**src/rtl/mdu_pkg.sv**
```systemverilog
// Shared definitions for the idu_mdu multiply/divide unit: op encoding, FSM states, W-result helper.
package mdu_pkg;

  localparam int XLEN = 64;

  localparam logic [2:0] MDU_MUL  = 3'd0;
  localparam logic [2:0] MDU_DIV  = 3'd1;
  localparam logic [2:0] MDU_DIVU = 3'd2;
  localparam logic [2:0] MDU_REM  = 3'd3;
  localparam logic [2:0] MDU_REMU = 3'd4;

  typedef enum logic [1:0] {
    ST_IDLE = 2'd0,
    ST_BUSY = 2'd1,
    ST_DONE = 2'd2
  } mdu_state_e;

  function automatic logic [XLEN-1:0] sext_w(input logic [XLEN-1:0] v);
    return {{(XLEN-32){v[31]}}, v[31:0]};
  endfunction

endpackage

```
**src/rtl/mdu_divider.sv**
```systemverilog
// Restoring-division datapath on unsigned magnitudes; one quotient bit per step.
module mdu_divider #(
  parameter int XLEN = 64
) (
  input  logic            i_clk,
  input  logic            i_rst,
  input  logic            i_load,
  input  logic            i_step,
  input  logic            i_word,
  input  logic [XLEN-1:0] i_dividend,
  input  logic [XLEN-1:0] i_divisor,
  output logic [XLEN-1:0] o_quo_nxt,
  output logic [XLEN-1:0] o_rem_nxt
);

  logic [XLEN-1:0] r_rem;
  logic [XLEN-1:0] r_quo;
  logic [XLEN-1:0] r_dvs;
  logic [XLEN+1:0] w_trial;
  logic            w_fits;

  // Trial subtraction of the divisor from the shifted partial remainder; the extra top bit is the borrow.
  assign w_trial   = {1'b0, r_rem, r_quo[XLEN-1]} - {2'b00, r_dvs};
  assign w_fits    = ~w_trial[XLEN+1];
  assign o_quo_nxt = {r_quo[XLEN-2:0], w_fits};
  assign o_rem_nxt = w_fits ? w_trial[XLEN-1:0] : {r_rem[XLEN-2:0], r_quo[XLEN-1]};

  // Load operands on start, otherwise advance one step while iterating.
  always_ff @(posedge i_clk) begin
    if (i_rst) begin
      r_rem <= {XLEN{1'b0}};
      r_quo <= {XLEN{1'b0}};
      r_dvs <= {XLEN{1'b0}};
    end else if (i_load) begin
      r_rem <= {XLEN{1'b0}};
      // W dividends are pre-aligned to the top so 32 steps consume exactly their bits.
      r_quo <= i_word ? {i_dividend[31:0], {(XLEN-32){1'b0}}} : i_dividend;
      r_dvs <= i_divisor;
    end else if (i_step) begin
      r_rem <= o_rem_nxt;
      r_quo <= o_quo_nxt;
    end else begin
      r_rem <= r_rem;
      r_quo <= r_quo;
    end
  end

endmodule

```
**src/rtl/idu_mdu.sv**
```systemverilog
// Iterative RV64 M-extension multiply/divide unit with valid/ready handshakes.
// Define IDU_MDU_FAST_MUL_EN to make MUL/MULW complete in a single cycle.
module idu_mdu #(
  parameter int XLEN = mdu_pkg::XLEN
) (
  input  logic            i_clk,
  input  logic            i_rst,
  input  logic            i_flush,
  input  logic            i_in_valid,
  output logic            o_in_ready,
  input  logic [2:0]      i_op,
  input  logic            i_word,
  input  logic [XLEN-1:0] i_src1,
  input  logic [XLEN-1:0] i_src2,
  output logic            o_out_valid,
  input  logic            i_out_ready,
  output logic [XLEN-1:0] o_result,
  output logic            o_busy
);

  import mdu_pkg::*;

  mdu_state_e      r_state;
  logic [6:0]      r_cnt;
  logic [6:0]      r_last;
  logic [2:0]      r_op;
  logic            r_word;
  logic            r_neg_q;
  logic            r_neg_r;
  logic [XLEN-1:0] r_mcand;
  logic [XLEN-1:0] r_mplier;
  logic [XLEN-1:0] r_prod;
  logic [XLEN-1:0] r_result;
  logic            r_out_valid;

  logic            w_accept;
  logic            w_signed;
  logic            w_is_div;
  logic            w_reserved;
  logic            w_fast_mul;
  logic            w_div_zero;
  logic            w_fast;
  logic            w_a_neg;
  logic            w_b_neg;
  logic [XLEN-1:0] w_a;
  logic [XLEN-1:0] w_b;
  logic [XLEN-1:0] w_a_mag;
  logic [XLEN-1:0] w_b_mag;
  logic [XLEN-1:0] w_fast_raw;
  logic [XLEN-1:0] w_fast_result;
  logic [XLEN-1:0] w_quo_nxt;
  logic [XLEN-1:0] w_rem_nxt;
  logic [XLEN-1:0] w_prod_nxt;
  logic [XLEN-1:0] w_iter_raw;
  logic [XLEN-1:0] w_iter_result;

  assign o_in_ready  = (r_state == ST_IDLE);
  assign o_busy      = (r_state != ST_IDLE);
  assign o_out_valid = r_out_valid;
  assign o_result    = r_result;
  assign w_accept    = i_in_valid & o_in_ready & ~i_flush;

  // Operand preparation and the results that complete without iterating.
  always_comb begin
    w_signed   = (i_op == MDU_DIV) || (i_op == MDU_REM);
    w_is_div   = (i_op == MDU_DIV) || (i_op == MDU_DIVU) || (i_op == MDU_REM) || (i_op == MDU_REMU);
    w_reserved = !(w_is_div || (i_op == MDU_MUL));
`ifdef IDU_MDU_FAST_MUL_EN
    w_fast_mul = (i_op == MDU_MUL);
`else
    w_fast_mul = 1'b0;
`endif
    if (i_word) begin
      w_a = {{(XLEN-32){w_signed & i_src1[31]}}, i_src1[31:0]};
      w_b = {{(XLEN-32){w_signed & i_src2[31]}}, i_src2[31:0]};
    end else begin
      w_a = i_src1;
      w_b = i_src2;
    end
    w_a_neg    = w_signed & w_a[XLEN-1];
    w_b_neg    = w_signed & w_b[XLEN-1];
    w_a_mag    = w_a_neg ? (~w_a + {{(XLEN-1){1'b0}}, 1'b1}) : w_a;
    w_b_mag    = w_b_neg ? (~w_b + {{(XLEN-1){1'b0}}, 1'b1}) : w_b;
    w_div_zero = w_is_div && (w_b == {XLEN{1'b0}});
    w_fast     = w_div_zero | w_reserved | w_fast_mul;
    if (w_reserved) begin
      w_fast_raw = {XLEN{1'b0}};
    end else if (w_div_zero) begin
      w_fast_raw = ((i_op == MDU_DIV) || (i_op == MDU_DIVU)) ? {XLEN{1'b1}} : w_a;
    end else begin
`ifdef IDU_MDU_FAST_MUL_EN
      w_fast_raw = w_a * w_b;
`else
      w_fast_raw = {XLEN{1'b0}};
`endif
    end
    w_fast_result = i_word ? sext_w(w_fast_raw) : w_fast_raw;
  end

  mdu_divider #(
    .XLEN(XLEN)
  ) u_divider (
    .i_clk      (i_clk),
    .i_rst      (i_rst),
    .i_load     (w_accept),
    .i_step     (r_state == ST_BUSY),
    .i_word     (i_word),
    .i_dividend (w_a_mag),
    .i_divisor  (w_b_mag),
    .o_quo_nxt  (w_quo_nxt),
    .o_rem_nxt  (w_rem_nxt)
  );

  // Final-step values with sign fix-up, so the result is ready on the BUSY->DONE edge.
  always_comb begin
    w_prod_nxt = r_mplier[0] ? (r_prod + r_mcand) : r_prod;
    case (r_op)
      MDU_MUL:            w_iter_raw = w_prod_nxt;
      MDU_DIV, MDU_DIVU:  w_iter_raw = r_neg_q ? (~w_quo_nxt + {{(XLEN-1){1'b0}}, 1'b1}) : w_quo_nxt;
      MDU_REM, MDU_REMU:  w_iter_raw = r_neg_r ? (~w_rem_nxt + {{(XLEN-1){1'b0}}, 1'b1}) : w_rem_nxt;
      default:            w_iter_raw = {XLEN{1'b0}};
    endcase
    w_iter_result = r_word ? sext_w(w_iter_raw) : w_iter_raw;
  end

  // Control FSM plus the shift-add multiplier registers.
  always_ff @(posedge i_clk) begin
    if (i_rst) begin
      r_state     <= ST_IDLE;
      r_cnt       <= 7'd0;
      r_last      <= 7'd0;
      r_op        <= 3'd0;
      r_word      <= 1'b0;
      r_neg_q     <= 1'b0;
      r_neg_r     <= 1'b0;
      r_mcand     <= {XLEN{1'b0}};
      r_mplier    <= {XLEN{1'b0}};
      r_prod      <= {XLEN{1'b0}};
      r_result    <= {XLEN{1'b0}};
      r_out_valid <= 1'b0;
    end else if (i_flush) begin
      r_state     <= ST_IDLE;
      r_out_valid <= 1'b0;
    end else begin
      case (r_state)
        ST_IDLE: begin
          if (w_accept) begin
            r_op     <= i_op;
            r_word   <= i_word;
            r_neg_q  <= w_a_neg ^ w_b_neg;
            r_neg_r  <= w_a_neg;
            r_mcand  <= w_a;
            r_mplier <= w_b;
            r_prod   <= {XLEN{1'b0}};
            r_cnt    <= 7'd0;
            r_last   <= i_word ? 7'd31 : 7'd63;
            if (w_fast) begin
              r_state     <= ST_DONE;
              r_result    <= w_fast_result;
              r_out_valid <= 1'b1;
            end else begin
              r_state <= ST_BUSY;
            end
          end else begin
            r_state <= ST_IDLE;
          end
        end
        ST_BUSY: begin
          r_cnt    <= r_cnt + 7'd1;
          r_mcand  <= {r_mcand[XLEN-2:0], 1'b0};
          r_mplier <= {1'b0, r_mplier[XLEN-1:1]};
          r_prod   <= w_prod_nxt;
          if (r_cnt == r_last) begin
            r_state     <= ST_DONE;
            r_result    <= w_iter_result;
            r_out_valid <= 1'b1;
          end else begin
            r_state <= ST_BUSY;
          end
        end
        ST_DONE: begin
          if (i_out_ready) begin
            r_state     <= ST_IDLE;
            r_out_valid <= 1'b0;
          end else begin
            r_state <= ST_DONE;
          end
        end
        default: begin
          r_state     <= ST_IDLE;
          r_out_valid <= 1'b0;
        end
      endcase
    end
  end

endmodule

```
**config.mk**
```make
export PLATFORM = sky130hd
export DESIGN_NAME = idu_mdu
export DESIGN_NICKNAME = d
export VERILOG_FILES = /design/src/rtl/mdu_pkg.sv /design/src/rtl/mdu_divider.sv /design/src/rtl/idu_mdu.sv
export SDC_FILE = /design/constraint.sdc
export NUM_CORES = 2
export LEC_CHECK = 0
export CELL_PAD_IN_SITES_DETAIL_PLACEMENT = 1
export CELL_PAD_IN_SITES_GLOBAL_PLACEMENT = 1
export CORE_UTILIZATION = 40
export CTS_CLUSTER_DIAMETER = 200
export CTS_CLUSTER_SIZE = 40
export DETAILED_ROUTE_END_ITERATION = 10
export HOLD_SLACK_MARGIN = 0.02
export PLACE_DENSITY = 0.82
export SLEW_MARGIN = 40
export SYNTH_ARGS = -nofsm -noshare
export SYNTH_HDL_FRONTEND = slang
export SYNTH_SLANG_ARGS = --single-unit
```
**constraint.sdc**
```tcl
create_clock -name i_clk -period 14.4 [get_ports i_clk]
set_clock_uncertainty 0.1 [all_clocks]
set_input_delay 2.16 -clock i_clk [delete_from_list [all_inputs] [get_ports i_clk]]
set_output_delay 2.16 -clock i_clk [all_outputs]
set_load 0.01 [all_outputs]
```
==> impl_metrics.ini <==
[critical_path]
slowest_stage = a222oi_1
worstPathArrival_ns = 7.60
reg2reg_slack_ns = 7.24
regToRegEndpoint = o_result[40]
path_class = register to register
required_ns = 14.83
crit_chain = ha_1 -> a21oi_1 -> o21ai_0 -> o2bb2ai_2 -> o31a_4 -> a22oi_4 -> nand2_4 -> inv_2 -> ha_1 -> nor2b_1 -> nand4_1 -> nor2_1 -> nand2_1 -> or4_1 -> o41ai_1 -> xnor2_1 -> a222oi_1 -> o21ai_1 -> a21oi_1 -> o21ai_0 -> a22o_1
endpoint = o_result[40]
max_stage_delay_ns = 0.64
startpoint = u_divider.r_rem[11]
critPathCaptureType = register
reg2reg_from = u_divider.r_rem[11]
start_kind = register
rr_worst_depth = 21
crit_fanout = 45

[grt]
grt_antenna_before_repair = 8
grtUsageTotal_pct = 36.19
grt_overflow = 0
grt_pass1_wl_um = 271300
first_global_vias = 41889
grt_max_degree = 191

[synthesis]
syn_area_um2 = 38180
synth-seq-area-share_pct = 24.44
ys_ff_latch = 466
synth-edff-count = 0
ys_async_sr_fraction_pct = 0
ys_warn_count = 0
synthFlopType = dfxtp_1
yosys.area.top_type = dfxtp_1
synth_top_cell_area_share_pct = 24.44
avgSynthCellArea_um2 = 7.121
ys_top_cells_by_area = dfxtp_1, nor2_1, nand2_1
postSynthCellCount = 5361
synth_fp_nets = 5632
ys_types = 119

[detailed_routing]
ant_nets = 0
wl_met3_um = 16820
wl_met2_um = 78450
drc = 0
via_count = 43381
wl_per_cell_um = 28.11
vias_per_cell = 6.663
wl_um = 183000
top_layer = met5
drt-initial-drc-count = 4818
wl_met1_um = 78010
first_pass_iters = 7

[final_layout]
drive_gt1_share_pct = 4.567
fillers = 11924
syn2layout_area_growth_pct = 8.361
fin_nets = 5526
post-route-util_pct = 44.06

[clock_network]
root_buffer = clkbuf_16
hold_buffers = 0
cts.clk_slew.worst_paths_ns = 0.17
clockBufferDepth = 3
cts.sinks = 466
post_cts_resized = 0
htreeDepth = 1
worstSkewPairLatency_ns = 0.64
cts_tree = built
numCtsBuffers = 15
post-cts-setup-buffers = 0

[die]
coreArea_um2 = 93890
row_count = 112
die_x_um = 310.9
die_area_um2 = 96680
die_h_um = 310.9
pin_count = 204
start_util_pct = 40.66

[sta]
tightest_slew_ns = 1.002
setup_tns_ns = 0
rsz0062_at_grt = false
finalSetupViolations = 0
period_minus_slack_ns = 7.163
report.final.slew_viol_count = 0
whs_ns = 0.3588
finalHoldViolations = 0
fmax_mhz = 139.6
timing.slew.headroom_pct = 32.52
period_share_pct = 49.74

[worst_hold_path]
hold_class = register to register
hold_start = r_mplier[10]

[place]
dp_hpwl_um = 139500
gp_congestion = 1.009
port_buffers = 203

[pwr]
switching_share_pct = 44.44
switching_power_w = 0.001598
ir_worst_vdd_uv = 85.25
power_density_nw_per_um2 = 86.90
p_int_w = 0.001997
p_leak_nw = 15.21
seqPwrFrac_pct = 38.8
power_frac_comb_pct = 42.6
clkPwrFrac_pct = 18.7

[run_status]
status = finished, final reports clean

[flow_run]
drv_cap = 0
## cells by family after synthesis
family | after synthesis | synth area share, %
AOI/OAI and AO/OA | 1813 | 31.82
muxes | 93 | 2.494
DFF | 466 | 24.44
xor gates and xnor gates | 313 | 7.181
buffers and inverters | 529 | 5.581
and+or+nand+nor | 2013 | 24.05
adders and majority gates | 134 | 4.431
## critical path, delay by kind of cell, from the launching register on
family | cells | cell delay (ns)
compound gates | 11 | 3.24
simple gates | 6 | 1.98
fa+ha+maj | 2 | 0.63
buf+inv | 1 | 0.55
flops | 1 | 0.46
xor+xnor | 1 | 0.11
## power by group through the flow
stage / clock network, W / logic [W] / registers (W)
2_1_floorplan: 0 / 0.000942 / 0.00140
3_3_place_gp: 0 / 0.00144 / 0.00142
3_5_place_dp: 0 / 0.00146 / 0.00142
4_1_cts: 0.000676 / 0.00147 / 0.00139
5_1_grt: 0.000708 / 0.00160 / 0.00140
6_report: 0.000671 / 0.00153 / 0.00139
## cells in the final DEF, fill, tap and decap left out, types with 38 or more instances in the layout
cell type	count
or3_1	52
ha_1	132
nor2_1	728
xnor2_1	180
mux2i_1	75
a311oi_1	93
a211oi_1	123
o22ai_1	38
a31oi_1	61
nand2_1	629
buf_4	68
a21o_1	109
nor3_1	154
inv_1	122
o211ai_1	94
xor2_1	133
nand3_1	82
dfxtp_1	464
o21ai_0	347
nand4_1	70
o21a_1	38
a22oi_1	60
clkdlybuf4s50_1	201
a21oi_1	451
o31ai_1	68
## state kept, by name, summed over array words and instances, names as in the netlist
| signal | count |
|---|---|
| r_op | 3 |
| r_last | 2 |
| r_neg_r | 1 |
| r_cnt | 7 |
| r_mplier | 64 |
| r_neg_q | 1 |
| u_divider.r_quo | 64 |
| r_mcand | 64 |
| u_divider.r_dvs | 64 |
| o_result | 64 |
| u_divider.r_rem | 64 |
| o_out_valid | 1 |
| r_word | 1 |
| r_prod | 64 |
| r_state | 2 |
## through the flow
step           total power, W  area, um2  std cells  setup WS [ns]
6_report             0.003595      41370       6511          7.237
5_1_grt              0.003711      41370       6510          6.955
4_1_cts              0.003538      41280       6507          7.356
3_5_place_dp         0.002881      40890       6490          6.707
3_3_place_gp         0.002856      40840       6490          6.959
2_1_floorplan        0.002342      38180       5361          8.678
## per-layer routing
| metal | global-route usage, % | vias to the layer above |
|---|---|---|
| met5 | 0 | - |
| met4 | 16.41 | 12 |
| met3 | 6.805 | 415 |
| met2 | 55.33 | 2042 |
| met1 | 49.10 | 21549 |
| li1 | - | 19363 |
## final cells by class
class | instances | area, um2 | share of cell area, %
multi-input combinational | 4366 | 26910 | 65.06
tap | 1254 | 1569 | 3.793
timing repair buffer | 279 | 2676 | 6.469
clock inverter | 2 | 21.27 | 0.05142
inverter | 127 | 476.7 | 1.152
clock buffer | 15 | 375.4 | 0.9074
antenna | 2 | 5.005 | 0.01210
sequential | 466 | 9331 | 22.56
## Yosys cell counts, types with 58 or more instances
library cell	number
nand2_1	631
xor2_1	133
nand4_1	70
a21o_1	109
nor2_1	737
o21ai_0	350
o31ai_1	68
a311oi_1	93
a31oi_1	62
clkbuf_1	299
buf_2	58
inv_1	123
mux2i_1	76
a211oi_1	125
nor3_1	155
o211ai_1	94
nand3_1	82
ha_1	132
a21oi_1	453
xnor2_1	180
a22oi_1	61
dfxtp_1	466
## worst min-delay path by stage
stage	to	slack, ns	cells after the start
global placement	r_mplier[48]	0.33	2
CTS	r_mplier[9]	0.36	2
detailed placement	r_mplier[36]	0.35	2
finish	r_mplier[9]	0.36	2
floorplan	r_mplier[43]	0.33	2
global route	r_mplier[36]	0.39	2
No activity file was read; power rests on OpenSTA's default activity.
